File: src/rtl/bcd_to_binary_seq.sv
// bcd_to_binary_seq
//   Sequential BCD-to-binary converter. One x10-and-add datapath is time-shared
//   across the digits, most-significant digit first, one digit per clock.
//   A word is accepted in IDLE, converted over DIGITS clocks in CONV, and
//   held in DONE until the consumer takes it.
//
// Ports
//   clk        rising-edge clock
//   rst_n      asynchronous active-low reset
//   in_valid   bcd word presented
//   in_ready   converter can accept a word (registered)
//   bcd        packed BCD, digit0 in bits [3:0]
//   out_valid  result available
//   out_ready  consumer accepts result
//   binary     converted value truncated to BIN_W bits
//   overflow   decimal value > 2^BIN_W-1
//   err        a nibble > 9 was seen in the word (only when BCD_DIGIT_CHECK_EN
//              is defined; otherwise tied 0)
//
// Build option
//   BCD_DIGIT_CHECK_EN : enables the per-digit nibble > 9 check and err flag.
module bcd_to_binary_seq #(
  parameter int DIGITS = 5,
  parameter int BIN_W  = 16
) (
  input  logic                  clk,
  input  logic                  rst_n,
  input  logic                  in_valid,
  output logic                  in_ready,
  input  logic [4*DIGITS-1:0]   bcd,
  output logic                  out_valid,
  input  logic                  out_ready,
  output logic [BIN_W-1:0]      binary,
  output logic                  overflow,
  output logic                  err
);

  localparam int AW = 4*DIGITS;
  localparam int CW = $clog2(DIGITS+1);
  // Scratch width wide enough for both truncation and the overflow test.
  localparam int XW = (AW > BIN_W) ? AW : BIN_W;

  typedef enum logic [1:0] {IDLE, CONV, DONE} state_t;

  state_t          state, state_nxt;
  logic [AW-1:0]   sreg, acc, acc_step;
  logic [CW-1:0]   cnt;
  logic [3:0]      nib;
  logic [XW-1:0]   acc_ext;
  logic            last, accept, handshake;

  assign nib       = sreg[AW-1 -: 4];
  // acc*10 + nib; acc never exceeds 4*DIGITS bits even with hex nibbles.
  assign acc_step  = (acc << 3) + (acc << 1) + AW'(nib);
  assign acc_ext   = XW'(acc_step);
  assign last      = (cnt == CW'(DIGITS-1));
  assign accept    = in_valid && in_ready;
  assign handshake = out_valid && out_ready;

  always_comb begin
    state_nxt = state;
    case (state)
      IDLE:    if (accept)           state_nxt = CONV;
      CONV:    if (last)             state_nxt = DONE;
      DONE:    if (handshake)        state_nxt = IDLE;
      default:                       state_nxt = IDLE;
    endcase
  end

  // Handshake flags are registered copies of the next state, so in_ready
  // rises on the first edge out of reset and on the handshake edge.
  always_ff @(posedge clk or negedge rst_n) begin
    if (!rst_n) begin
      state     <= IDLE;
      in_ready  <= 1'b0;
      out_valid <= 1'b0;
    end else begin
      state     <= state_nxt;
      in_ready  <= (state_nxt == IDLE);
      out_valid <= (state_nxt == DONE);
    end
  end

  always_ff @(posedge clk or negedge rst_n) begin
    if (!rst_n) begin
      sreg     <= '0;
      acc      <= '0;
      cnt      <= '0;
      binary   <= '0;
      overflow <= 1'b0;
    end else if (accept) begin
      sreg <= bcd;
      acc  <= '0;
      cnt  <= '0;
    end else if (state == CONV) begin
      acc  <= acc_step;
      sreg <= sreg << 4;
      cnt  <= cnt + CW'(1);
      if (last) begin
        binary   <= acc_ext[BIN_W-1:0];
        overflow <= (acc_ext >> BIN_W) != '0;
      end
    end
  end

`ifdef BCD_DIGIT_CHECK_EN
  logic bad, err_sticky, err_q;

  assign bad = (nib > 4'd9);

  always_ff @(posedge clk or negedge rst_n) begin
    if (!rst_n) begin
      err_sticky <= 1'b0;
      err_q      <= 1'b0;
    end else if (accept) begin
      err_sticky <= 1'b0;
    end else if (state == CONV) begin
      err_sticky <= err_sticky | bad;
      if (last) err_q <= err_sticky | bad;
    end
  end

  assign err = err_q;
`else
  assign err = 1'b0;
`endif

endmodule

File: config.mk
export PLATFORM = sky130hd
export DESIGN_NAME = bcd_to_binary_seq
export DESIGN_NICKNAME = d
export VERILOG_FILES = /design/src/rtl/bcd_to_binary_seq.sv
export SDC_FILE = /design/constraint.sdc
export NUM_CORES = 1
export LEC_CHECK = 0
export BUFFER_PORTS_ARGS = -buffer_cell sky130_fd_sc_hd__buf_4
export CAP_MARGIN = 20
export CORE_MARGIN = 8
export CORE_UTILIZATION = 35
export DETAILED_ROUTE_END_ITERATION = 8
export PLACE_DENSITY = 0.48
export REMOVE_ABC_BUFFERS = 1
export SLEW_MARGIN = 20
export SYNTH_ARGS = -nofsm -noshare
export SYNTH_HDL_FRONTEND = slang
export SYNTH_SLANG_ARGS = --single-unit
File: constraint.sdc
create_clock -name clk -period 3.2 [get_ports clk]
set_input_delay 0.64 -clock clk [delete_from_list [all_inputs] [get_ports clk]]
set_output_delay 0.64 -clock clk [all_outputs]
set_load 0.05 [all_outputs]
# Word-level counts from Yosys, hierarchy flattened
# Index checks and enable logic that the tools add are counted.
dict set report totals {
  word_cells 33
  ff_bits 63
}
dict set report op_classes {
  bitwise 1
  n_mux 10
  eq_ne 4
  addsub 3
  reduce_logical 7
}
# cell n
set ops {}
lappend ops {{2-to-1 mux 20 bit} 2}
lappend ops {{2-to-1 mux 19 bit} 2}
lappend ops {{adder 20 bit} 1}
lappend ops {{adder 20 x 4 -> 20 bit} 1}
lappend ops {{nonzero test 20 bit} 1}
lappend ops {{2-to-1 mux 2 bit} 3}
lappend ops {{2-to-1 mux 3 bit} 2}
lappend ops {{one-hot mux 2 bit (3 select lines)} 1}
lappend ops {{== test 2 bit (second input constant)} 2}
lappend ops {{zero test 2 bit} 2}
lappend ops {{adder 3 x 1 -> 3 bit (second input constant)} 1}
lappend ops {{== test 3 bit (second input constant)} 1}
lappend ops {{AND reduction 3 bit} 1}
lappend ops {{== test 2 x 1 -> 1 bit (second input constant)} 1}
lappend ops {{logical AND 1 bit} 2}
lappend ops {{nonzero test 2 bit} 1}
lappend ops {{NOT 1 bit} 1}

# Longest topological paths before layout
# Gate-level depths: netlist of the first run.
dict set report logic_depth {
  word_depth 4
  ltp_mapped 11
  depth_no_buf 11
}

# Worst setup path after synthesis of the first run
# OpenSTA, ideal clock, no wires.
dict set report synth_timing {
  path_type {register to register}
  start {reg acc[0]}
  end {reg binary[13]}
  setup_time_ps 125
  setup_slack_ps 657
  required_ps 3075
  synth_period_minus_slack_ps 2543
  t_arrival_ps 2418
  path_stages_with_launch 11
  path_cell_list {dfrtp_1 > inv_1 > fa_1 > inv_1 > ha_1 > a211oi_1 > o211ai_2 > a21boi_1 > o21ai_1 > xor2_1 > mux2_2}
}
dict set report synth_between {
  elab_chain_len 2
}
# item line
set synth_lines {}
lappend synth_lines {{from (decl)} 46} ;# logic [AW-1:0] sreg, acc, acc_step;
lappend synth_lines {{from (signal assigned)} 96} ;# acc <= acc_step;
lappend synth_lines {{adder 20 bit} 54} ;# assign acc_step = (acc << 3) + (acc << 1) + AW'(nib);
lappend synth_lines {{adder 20 x 4 -> 20 bit} 54}
lappend synth_lines {{to (signal assigned)} 100} ;# binary <= acc_ext[BIN_W-1:0];
lappend synth_lines {{to (decl)} 33} ;# output logic [BIN_W-1:0] binary,
# Every way passes these cells.
# A chain may end at the register's enable or synchronous reset.

# Worst setup path after layout of the first run
dict set report layout_timing {
  start {reg acc[0]}
  end {reg acc[17]}
}
dict set report layout_between {
  elab_chain_len 4
}
# item line
set layout_lines {}
lappend layout_lines {{adder 20 bit} 54}
lappend layout_lines {{adder 20 x 4 -> 20 bit} 54}
lappend layout_lines {{2-to-1 mux 19 bit} 95} ;# end else if (state == CONV) begin
lappend layout_lines {{2-to-1 mux 19 bit} 91} ;# end else if (accept) begin
# Every way passes these cells. The select of a mux whose other input is x is not followed.

==> results of run 1 <==
[routing by layer]
layer / global-route usage [%] / routed length, um
met1: 15.9 / 4050
met2: 20.5 / 3950
met3: 1.79 / 225
met4: 6.40 / 147
met5: 0 / 0
[state kept, by name, indices dropped and copies added (netlist names)]
signal     count
acc           19
state          2
out_valid      1
overflow       1
sreg          20
binary        16
cnt            3
in_ready       1
[final timing paths]
kind	end
setup / recovery	acc[17]
hold / removal	sreg[14]
setup reg to reg	acc[17]
hold reg to reg	binary[1]
max in group asynchronous	sreg[0]
min in group clk	binary[1]
[final cells by class]
type / count / area [um^2]
repair buffers: 47 / 353
multi-input cells: 284 / 2020
flip-flops and latches: 63 / 1580
clock inverters: 3 / 17.5
inverters: 13 / 48.8
well taps: 136 / 170
fillers: 1018 / 5980
clock buffers: 13 / 159
[placed cells by master (no fill, tap or decap), types with 2 or more instances in the layout]
master	netlist	final
inv_1	13	13
mux2_1	4	4
o211ai_1	3	3
a211oi_1	6	6
fa_1	2	2
nor3_1	2	2
xor2_1	5	5
clkbuf_8	0	11
ha_1	36	36
nor4_1	2	2
clkinv_2	0	2
a21oi_1	36	36
nand4_1	4	4
dfrtp_1	63	63
nand3b_1	2	2
o21ai_0	22	22
nand2b_1	3	3
mux2i_1	17	17
nand2_1	58	58
nor2b_1	3	2
o21ai_1	7	7
a22o_1	6	6
buf_4	1	47
a21o_1	4	4
mux2_2	10	10
clkbuf_1	10	2
nor2_1	21	21
xnor2_1	13	13
[kinds of logic after synthesis]
family / count (synthesis) / synth area share [%]
AO/OA/AOI/OAI: 97 / 16.3
XOR/XNOR: 18 / 4.23
adder cells (fa/ha/maj): 38 / 13.2
buffers and inverters: 32 / 3.49
flip-flops: 63 / 42.3
multiplexers: 31 / 8.80
other: 1 / 0.101
AND/OR/NAND/NOR: 99 / 11.6
[per-stage QoR]
stage / instance area (um^2) / utilization [%] / std cells / hold WS [ns] / setup slack (ns)
after CTS: 4350 / 42.1 / 559 / 0.424 / 0.393
final: 4350 / 42.1 / 559 / 0.388 / 0.433
after global placement: 4170 / 40.4 / 543 / 0.473 / 0.461
after detailed placement: 4170 / 40.4 / 543 / 0.485 / 0.422
after global routing: 4350 / 42.1 / 559 / 0.473 / 0.161
after floorplan: 3640 / - / 360 / 0.344 / 0.617
==> key figures, run 1 <==
Timing
  – Final Cycle Share: 86.5%
  – F_max: 361 MHz
  – Fin Clk Skew: between 0.009 and 0.01 ns
  – Setup_tns: 0 ns
  – Final hold vios: 0
  – Setup Viol. Count Final: 0
  – Worst-Margin Slew: roughly 0.83 ns
  – Fin. max-slew vios: 0
  – RSZ-0062 raised after global routing: no
  – Min Tclk post-route: 2.77 ns
  – Slew HR: approximately 45%

Logic synthesis
  – Yosys warns: 0
  – Distinct cell type count after synthesis: between 40 and 50
  – Mapped Area: 3720 um^2
  – Primary FF master, synth: dfrtp_1
  – Count leader, synth: dfrtp_1
  – Post-synth top area share: 42.3%
  – Area leader, netlist: dfrtp_1
  – Async set-reset flop share out of synthesis: 100%
  – Seq cells post-synth: 63
  – Synth area leaders: dfrtp_1 (42%), ha_1 (12%), nand2_1 (5.8%)
  – Commonest cells post-synth: dfrtp_1 (63), nand2_1 (58), a21oi_1 (36), ha_1 (36), o21ai_0 (22)
  – Avg Cell Area, Syn: 9.82 um^2
  – Register area share after synthesis: between 40% and 50%
  – EDFF count, synth: 0
  – Synthesized instance count: approximately 380

Setup path
  – CP max FO: 4
  – Worst r2r src: acc[0]
  – R2r setup slk: 0.43 ns
  – R2R depth: 11
  – Crit path max-delay family: compound AO/OA/AOI/OAI gates
  – CP required: 3.41 ns
  – CP startpoint kind: flop
  – CP arrival: approximately 3 ns
  – CP endpoint kind: flop
  – CP Class: flop to flop
  – CP Buf/Inv Count: 2
  – Crit path largest cell delay: roughly 0.55 ns
  – Worst path depth: 11
  – Critical path's slowest cell: fa_1
  – Critical Path Start: acc[0]
  – Cell breakdown of the critical path: inv_1, fa_1, inv_1, ha_1, a211oi_1, o211ai_2, a21oi_2, o21ai_1, xnor2_1, o21ai_1, nor2b_1

Floorplan
  – Site row count: 37
  – Die height: 119 um
  – Initial Util: roughly 36%
  – Die ar.: ~14000 um^2
  – Core area: 10300 um^2
  – Boundary Pins: 44
  – Die Wd: around 120 um

Flow run
  – Max-cap violations: 0

CTS
  – Sink Count: 63
  – Max Root-Sink Buffers: 2
  – Cts hold-fix bufs: 0
  – Num CTS Buffers: 9
  – CTS H-tree depth: 3
  – Skew-Pair Late Insertion Delay: 0.34 ns
  – Post-CTS setup buffers: 0
  – TritonCTS clock tree: done
  – Post_cts resized: 0
  – Clk root buf: clkbuf_8
  – Worst-path clk slew: roughly 0.08 ns

Layout
  – ANT cells: 0
  – Layout cells sized above 1: a little under a fifth
  – Layout Area Growth over Synthesis: 16.7%
  – Nets: 480

Global route
  – Largest net degree at the start of global routing: between 60 and 70
  – Global-route wire length before repair: 14600 um
  – Initial antenna violation count: 0
  – Gr ovfl total: 0
  – Vias in the first global route: 2954
  – Gr usage total: between 10% and 20%

Routing
  – Vias post-DR: 2808
  – Final WL: between 8000 and 9000 um
  – Antenna viol nets, final: 0
  – Vias per std cell: around 5
  – Length of the first detailed-routing pass in iterations: 4
  – DRC viols: 0
  – DR iter-0 viols: between 80 and 90
  – Post-DR wirelength/cell: between 10 and 15 um

Placement
  – Post-DP HPWL: around 6000 um
  – Gpl congestion: 0.809
  – I/O Buffers: 42

Min path
  – HP Class: input pin to asynchronous set/reset pin

Status
  – Status: finished clean
Power of run 1 is not shown: default switching activity piles up to over one toggle a cycle in this logic, so the estimate is an artifact.
==> run 2, diff against run 1 <==
--- a/config.mk
+++ b/config.mk
@@ -9,8 +9,10 @@
 export CAP_MARGIN = 20
 export CORE_MARGIN = 8
 export CORE_UTILIZATION = 35
+export CTS_CLUSTER_DIAMETER = 100
 export DETAILED_ROUTE_END_ITERATION = 8
 export PLACE_DENSITY = 0.48
+export RECOVER_POWER = 25
 export REMOVE_ABC_BUFFERS = 1
 export SLEW_MARGIN = 20
 export SYNTH_ARGS = -nofsm -noshare
==> run 2 against run 1 <==
Compared with the run above:
- the run now ends with max-capacitance violations, max-slew violations left
- register-to-register slack about the same
- highest routed layer unchanged
- first-iteration DRC count increased by 17%
- clock skew about the same
- hold slack improved by 0.10 ns
- utilization about the same
- critical endpoint unchanged
- sequential share of layout area about the same
==> key figures, run 2 (synthesis results as in run 1) <==
Status
  – Status: finished with violations
  – Failing checks: max-capacitance violations, max-slew violations

Floorplan
  – Site row count: 37 (unchanged)
  – Boundary Pins: 44 (unchanged)
  – Core area: 10300 um^2 (unchanged)
  – Die ar.: 14200 um^2 (unchanged)
  – Initial Util: 36.1% (unchanged)
  – Die height: 119 um (unchanged)
  – Die Wd: 119 um (unchanged)

Timing
  – Hold WS: 0.491 ns (+0.103 ns)
  – Final hold vios: 0 (unchanged)
  – RSZ-0062 raised after global routing: no
  – Worst-Margin Slew: 1.64 ns (+0.816 ns)
  – Final Cycle Share: 86.6% (+0.16 points)
  – Fin Clk Skew: 0.00989 ns (+0.0000101 ns)
  – Fin. max-slew vios: 64 (+64)
  – F_max: 361 MHz (-0.18%)
  – Setup_tns: 0 ns (unchanged)
  – Min Tclk post-route: 2.77 ns (+0.00501 ns)
  – Final setup margin: 0.428 ns (-0.00501 ns)
  – Setup Viol. Count Final: 0 (unchanged)
  – Slew HR: -9.62% (-54 points)

CTS
  – Cts hold-fix bufs: 0 (unchanged)
  – CTS H-tree depth: 3 (unchanged)
  – Sink Count: 63 (unchanged)
  – Post_cts resized: 0 (unchanged)
  – Clk root buf: clkbuf_8
  – Num CTS Buffers: 9 (unchanged)
  – Worst-path clk slew: 0.08 ns (about the same)
  – Post-CTS setup buffers: 0 (unchanged)
  – Max Root-Sink Buffers: 2 (unchanged)
  – Skew-Pair Late Insertion Delay: 0.34 ns (about the same)
  – TritonCTS clock tree: done

Routing
  – Final WL: 8380 um (about the same)
  – Vias post-DR: 2795 (-0.46%)
  – Post-DR wirelength/cell: 15.0 um (about the same)
  – Vias per std cell: 5.00 (-0.46%)
  – Antenna viol nets, final: 0 (unchanged)
  – DRC viols: 0 (unchanged)
  – DR iter-0 viols: 95 (+17%)
  – Length of the first detailed-routing pass in iterations: 4 (unchanged)

Setup path
  – CP endpoint kind: flop
  – CP arrival: 2.98 ns (about the same)
  – CP required: 3.41 ns (about the same)
  – CP max FO: 4 (unchanged)
  – CP startpoint kind: flop
  – CP Class: flop to flop

Layout
  – Commonest non-fill, non-tap cell in the layout: dfrtp_1
  – Layout Area Growth over Synthesis: 16.6% (about the same)
  – Top Registers: sreg (20), acc (19), binary (16)
  – Reg with most FFs: sreg
  – Nets: 480 (unchanged)
  – Max reg flops: 20 (unchanged)
  – Fillers: 1019 (+0.098%)
  – Most frequent cells in the layout: dfrtp_1 (63), nand2_1 (58), buf_4 (46)
  – Final Non-Filler Cells: 559 (unchanged)
  – Layout cells sized above 1: 18.7% (unchanged)
  – ANT cells: 0 (unchanged)

Placement
  – Post-DP HPWL: 6000 um (unchanged)
  – Gpl congestion: 0.809 (unchanged)
  – I/O Buffers: 42 (unchanged)
  – Post-place setup slack: 0.422 ns (unchanged)
  – Inst Count DP: 543 (unchanged)

Global route
  – Gr usage total: 12.5% (unchanged)
  – Vias in the first global route: 2954 (unchanged)
  – Gr ovfl total: 0 (unchanged)
  – Global-route wire length before repair: 14600 um (unchanged)
  – Initial antenna violation count: 0 (unchanged)
  – Largest net degree at the start of global routing: 64 (unchanged)

Flow run
  – Max-cap violations: 1 (+1)

Min path
  – HP Class: flop to flop
## run 2: worst paths after layout
kind                            startpoint        end  slack (ns)  cells past startpoint
worst min-delay path             binary[1]  binary[1]        0.49                      1
min in group asynchronous            rst_n   sreg[14]        0.72                      1
worst max-delay path                acc[0]    acc[17]        0.43                     11
max in group asynchronous            rst_n   sreg[12]        1.50                      1
worst min register to register   binary[1]  binary[1]        0.49                      1
worst max register to register      acc[0]    acc[17]        0.43                     11
## run 2: per-layer routing
metal  share of wire (%)  GRT usage (%)
met2                  47           20.5
met1                  48           15.9
met5                   0              0
met3                 3.2           1.79
met4                 1.8           6.40
## run 2: through the flow
step | util, % | instance area, um^2
6_report | 42.1 | 4340
5_1_grt | 42.1 | 4340
4_1_cts | 42.1 | 4350
3_5_place_dp | 40.4 | 4170
3_3_place_gp | 40.4 | 4170
2_1_floorplan | - | 3640
## run 2: layout make-up
| cell class | count | area, um^2 | share of cell area (%) |
|---|---|---|---|
| multi-input combinational | 284 | 2020 | 46.5 |
| tap | 136 | 170 | 3.92 |
| timing repair buffer | 47 | 350 | 8.07 |
| clock buffer | 13 | 159 | 3.66 |
| sequential | 63 | 1580 | 36.3 |
| inverter | 13 | 48.8 | 1.12 |
| clock inverter | 3 | 17.5 | 0.403 |
## run 2: worst max-delay path, stage by stage (launching register included)
cell	delay (ns)
dfrtp_1	0.36
inv_1	0.06
fa_1	0.55
inv_1	0.06
ha_1	0.30
a211oi_1	0.36
o211ai_2	0.14
a21oi_2	0.30
o21ai_1	0.11
xnor2_1	0.20
o21ai_1	0.07
nor2b_1	0.13
Power of run 2 is left out for the same reason.
==> run 3, diff against run 2 <==
--- a/config.mk
+++ b/config.mk
@@ -5,6 +5,7 @@
 export SDC_FILE = /design/constraint.sdc
 export NUM_CORES = 1
 export LEC_CHECK = 0
+export ABC_AREA = 1
 export BUFFER_PORTS_ARGS = -buffer_cell sky130_fd_sc_hd__buf_4
 export CAP_MARGIN = 20
 export CORE_MARGIN = 8
==> run 3 against run 2 <==
Compared with the run above:
- the flow still finishes with violations (max-capacitance violations, max-slew violations)
- via count rose by 13%
- final cell count up 20%
- die area increased by 3.9%
- utilization is 0.41 points lower
- highest routed layer unchanged
==> key figures, run 3 <==
Layout
  – Top Registers: sreg (20), acc (19), binary (16)
  – Max reg flops: 20 (unchanged)
  – Design area: 4520 um^2 (+4.0%)
  – Most frequent cells in the layout: nand2_1 (163), dfrtp_1 (63), inv_1 (55)
  – Nets: 588 (+23%)
  – Commonest non-fill, non-tap cell in the layout: nand2_1
  – Layout cells sized above 1: 19.8% (+1.1 points)
  – Final Non-Filler Cells: 670 (+20%)
  – Layout Area Growth over Synthesis: 16.1%
  – ANT cells: 0 (unchanged)
  – Reg with most FFs: sreg
  – Finished Core Util: 41.7% (-0.41 points)

Min path
  – HP Class: flop to flop
  – Hold path endpoint: binary[0]
  – Worst Hold Launch: binary[0]
  – Hold Path Cell Cnt: 2 (+1)

Setup path
  – Critical path's slowest cell: fa_1
  – CP endpoint kind: flop
  – Crit path largest cell delay: 0.48 ns (-0.07 ns)
  – R2R depth: 12 (+1)
  – CP max FO: 3 (-1)
  – R2r setup slk: 0.75 ns (+0.32 ns)
  – Worst r2r src: acc[2]
  – CP Class: flop to flop
  – Critical R2R Capture: binary[14]
  – CP required: 3.39 ns (-0.02 ns)
  – CP startpoint kind: flop
  – CP arrival: 2.64 ns (-0.34 ns)
  – Cell breakdown of the critical path: inv_1, fa_1, fa_1, inv_1, nand3_1, nand2_4, nand2_2, nand2_4, a21oi_2, or2_0, nand2_1, o21ai_1

Routing
  – Final WL: 9620 um (+15%)
  – DR iter-0 viols: 114 (+20%)
  – Vias post-DR: 3161 (+13%)
  – DRC viols: 0 (unchanged)
  – Post-DR wirelength/cell: 14.4 um (-4.2%)
  – Vias per std cell: 4.72 (-5.6%)
  – Length of the first detailed-routing pass in iterations: 4 (unchanged)
  – Antenna viol nets, final: 0 (unchanged)

Timing
  – Min Tclk post-route: 2.45 ns (-0.324 ns)
  – Fin. max-slew vios: 64 (unchanged)
  – Final hold vios: 0 (unchanged)
  – Worst-Margin Slew: 1.60 ns (-0.0408 ns)
  – Hold WS: 0.487 ns (-0.00427 ns)
  – Setup_tns: 0 ns (unchanged)
  – Slew HR: -6.90% (+2.7 points)
  – RSZ-0062 raised after global routing: no
  – Final Cycle Share: 76.5% (-10 points)
  – Setup Viol. Count Final: 0 (unchanged)
  – Fin Clk Skew: 0.0101 ns (+0.000169 ns)
  – F_max: 408 MHz (+13%)

CTS
  – TritonCTS clock tree: done
  – Post-CTS setup buffers: 0 (unchanged)
  – Num CTS Buffers: 9 (unchanged)
  – Worst-path clk slew: 0.08 ns (about the same)
  – Cts hold-fix bufs: 0 (unchanged)
  – Max Root-Sink Buffers: 2 (unchanged)
  – CTS H-tree depth: 3 (unchanged)
  – Post_cts resized: 0 (unchanged)
  – Clk root buf: clkbuf_8
  – Sink Count: 63 (unchanged)
  – Skew-Pair Late Insertion Delay: 0.33 ns (about the same)

Global route
  – Global-route wire length before repair: 16800 um (+15%)
  – Largest net degree at the start of global routing: 64 (unchanged)
  – Vias in the first global route: 3381 (+14%)
  – Initial antenna violation count: 0 (unchanged)
  – Gr usage total: 14.2% (+1.6 points)
  – Gr ovfl total: 0 (unchanged)

Pwr
  – VDD IR max: just under 0.5 mV
  – Leakage: 0.00243 uW
  – Power Density: between 1000 and 1500 nW/um^2

Floorplan
  – Initial Util: 35.9% (-0.18 points)
  – Boundary Pins: 44 (unchanged)
  – Die height: 121 um (+1.9%)
  – Site row count: 38 (+2.7%)
  – Die ar.: 14700 um^2 (+3.9%)
  – Die Wd: 121 um (+1.9%)
  – Core area: 10800 um^2 (+5.0%)

Flow run
  – Max-cap violations: 1 (unchanged)

Placement
  – Dpl cell area: 4330 um^2 (+3.9%)
  – I/O Buffers: 42 (unchanged)
  – Inst Count DP: 655 (+21%)
  – Post-DP HPWL: 7360 um (+23%)
  – Gpl congestion: 0.824 (+1.9%)

Logic synthesis
  – EDFF count, synth: 0 (unchanged)
  – Distinct cell type count after synthesis: 38 (-16%)
  – Seq cells post-synth: 63 (unchanged)
  – Count leader, synth: nand2_1
  – Synthesized instance count: 483 (+27%)
  – Register area share after synthesis: 40.5% (-1.8 points)
  – Avg Cell Area, Syn: 8.05 um^2 (-18%)
  – Primary FF master, synth: dfrtp_1
  – Yosys warns: 0 (unchanged)
  – Area leader, netlist: dfrtp_1
  – Commonest cells post-synth: nand2_1 (163), dfrtp_1 (63), inv_1 (55), ha_1 (36), nor2_1 (18)
  – Synth area leaders: dfrtp_1 (41%), nand2_1 (16%), ha_1 (12%)
  – Async set-reset flop share out of synthesis: 100% (unchanged)
  – Mapped Area: 3890 um^2 (+4.5%)
  – Post-synth top area share: 40.5% (-1.8 points)

Status
  – Failing checks: max-capacitance violations, max-slew violations
  – Status: finished with violations
-- run 3: changes by cell type in the layout (fill, tap and decap cells not counted), sizes merged, moves of 9 or more --
cell / delta
xnor2: -9
a21oi: -23
mux2: -14
nand3: +18
nand2: +117
inv: +54
mux2i: -17
-- run 3: cells by family (layout without fill, tap and decap cells) --
family / count (synthesis) / after routing / share of synthesized area [%]
AO/OA/AOI/OAI: 64 / 64 / 10.5
other: 1 / 1 / 0.0964
buffers and inverters: 80 / 127 / 8.30
adder cells (fa/ha/maj): 38 / 38 / 12.6
flip-flops: 63 / 63 / 40.5
AND/OR/NAND/NOR: 228 / 228 / 25.9
XOR/XNOR: 9 / 9 / 2.03
-- run 3: cell type report --
class,instances,area (um^2)
inverter,67,251
timing repair buffer,45,335
tap,140,175
clock buffer,9,124
fill,1140,6320
multi-input combinational,340,1990
sequential,63,1580
clock inverter,6,62.6
-- run 3: power by group --
part / switching [uW] / total, uW / internal, uW
Clock: 325 / 677 / 353
Sequential: 207 / 1340 / 1130
Combinational: 1800 / 2680 / 880
Total: 2330 / 4700 / 2370
-- run 3: metal layers --
metal	track usage, %	vias up	wire (um)
met4	3.93	0	93
met1	18.6	1485	4810
li1	-	1627	-
met5	0	-	0
met3	3.16	6	368
met2	22.9	43	4350
-- run 3: how the worst max path moves through the flow --
| stage | start | end | slack [ns] | cells after the start |
|---|---|---|---|---|
| floorplan | in_valid | sreg[8] | 0.69 | 6 |
| global placement | acc[2] | overflow | 0.77 | 15 |
| detailed placement | in_valid | sreg[8] | 0.75 | 7 |
| CTS | acc[2] | overflow | 0.74 | 15 |
| global route | acc[2] | overflow | 0.55 | 15 |
| finish | acc[2] | binary[14] | 0.75 | 12 |
-- run 3: per-stage QoR --
stage / worst slack, ns / power, uW
3_5_place_dp: 0.752 / 4070
2_1_floorplan: 0.695 / 3240
6_report: 0.752 / 4700
3_3_place_gp: 0.770 / 4040
5_1_grt: 0.547 / 5140
4_1_cts: 0.744 / 4770
-- run 3: worst max-delay path, delay by kind of cell, from the launching register on --
family	cells	cell delay, ns
fa+ha+maj	2	0.94
buf+inv	2	0.19
compound gates	2	0.12
flops	1	0.42
simple gates	6	0.63
Power figures use the tool's default switching activity.
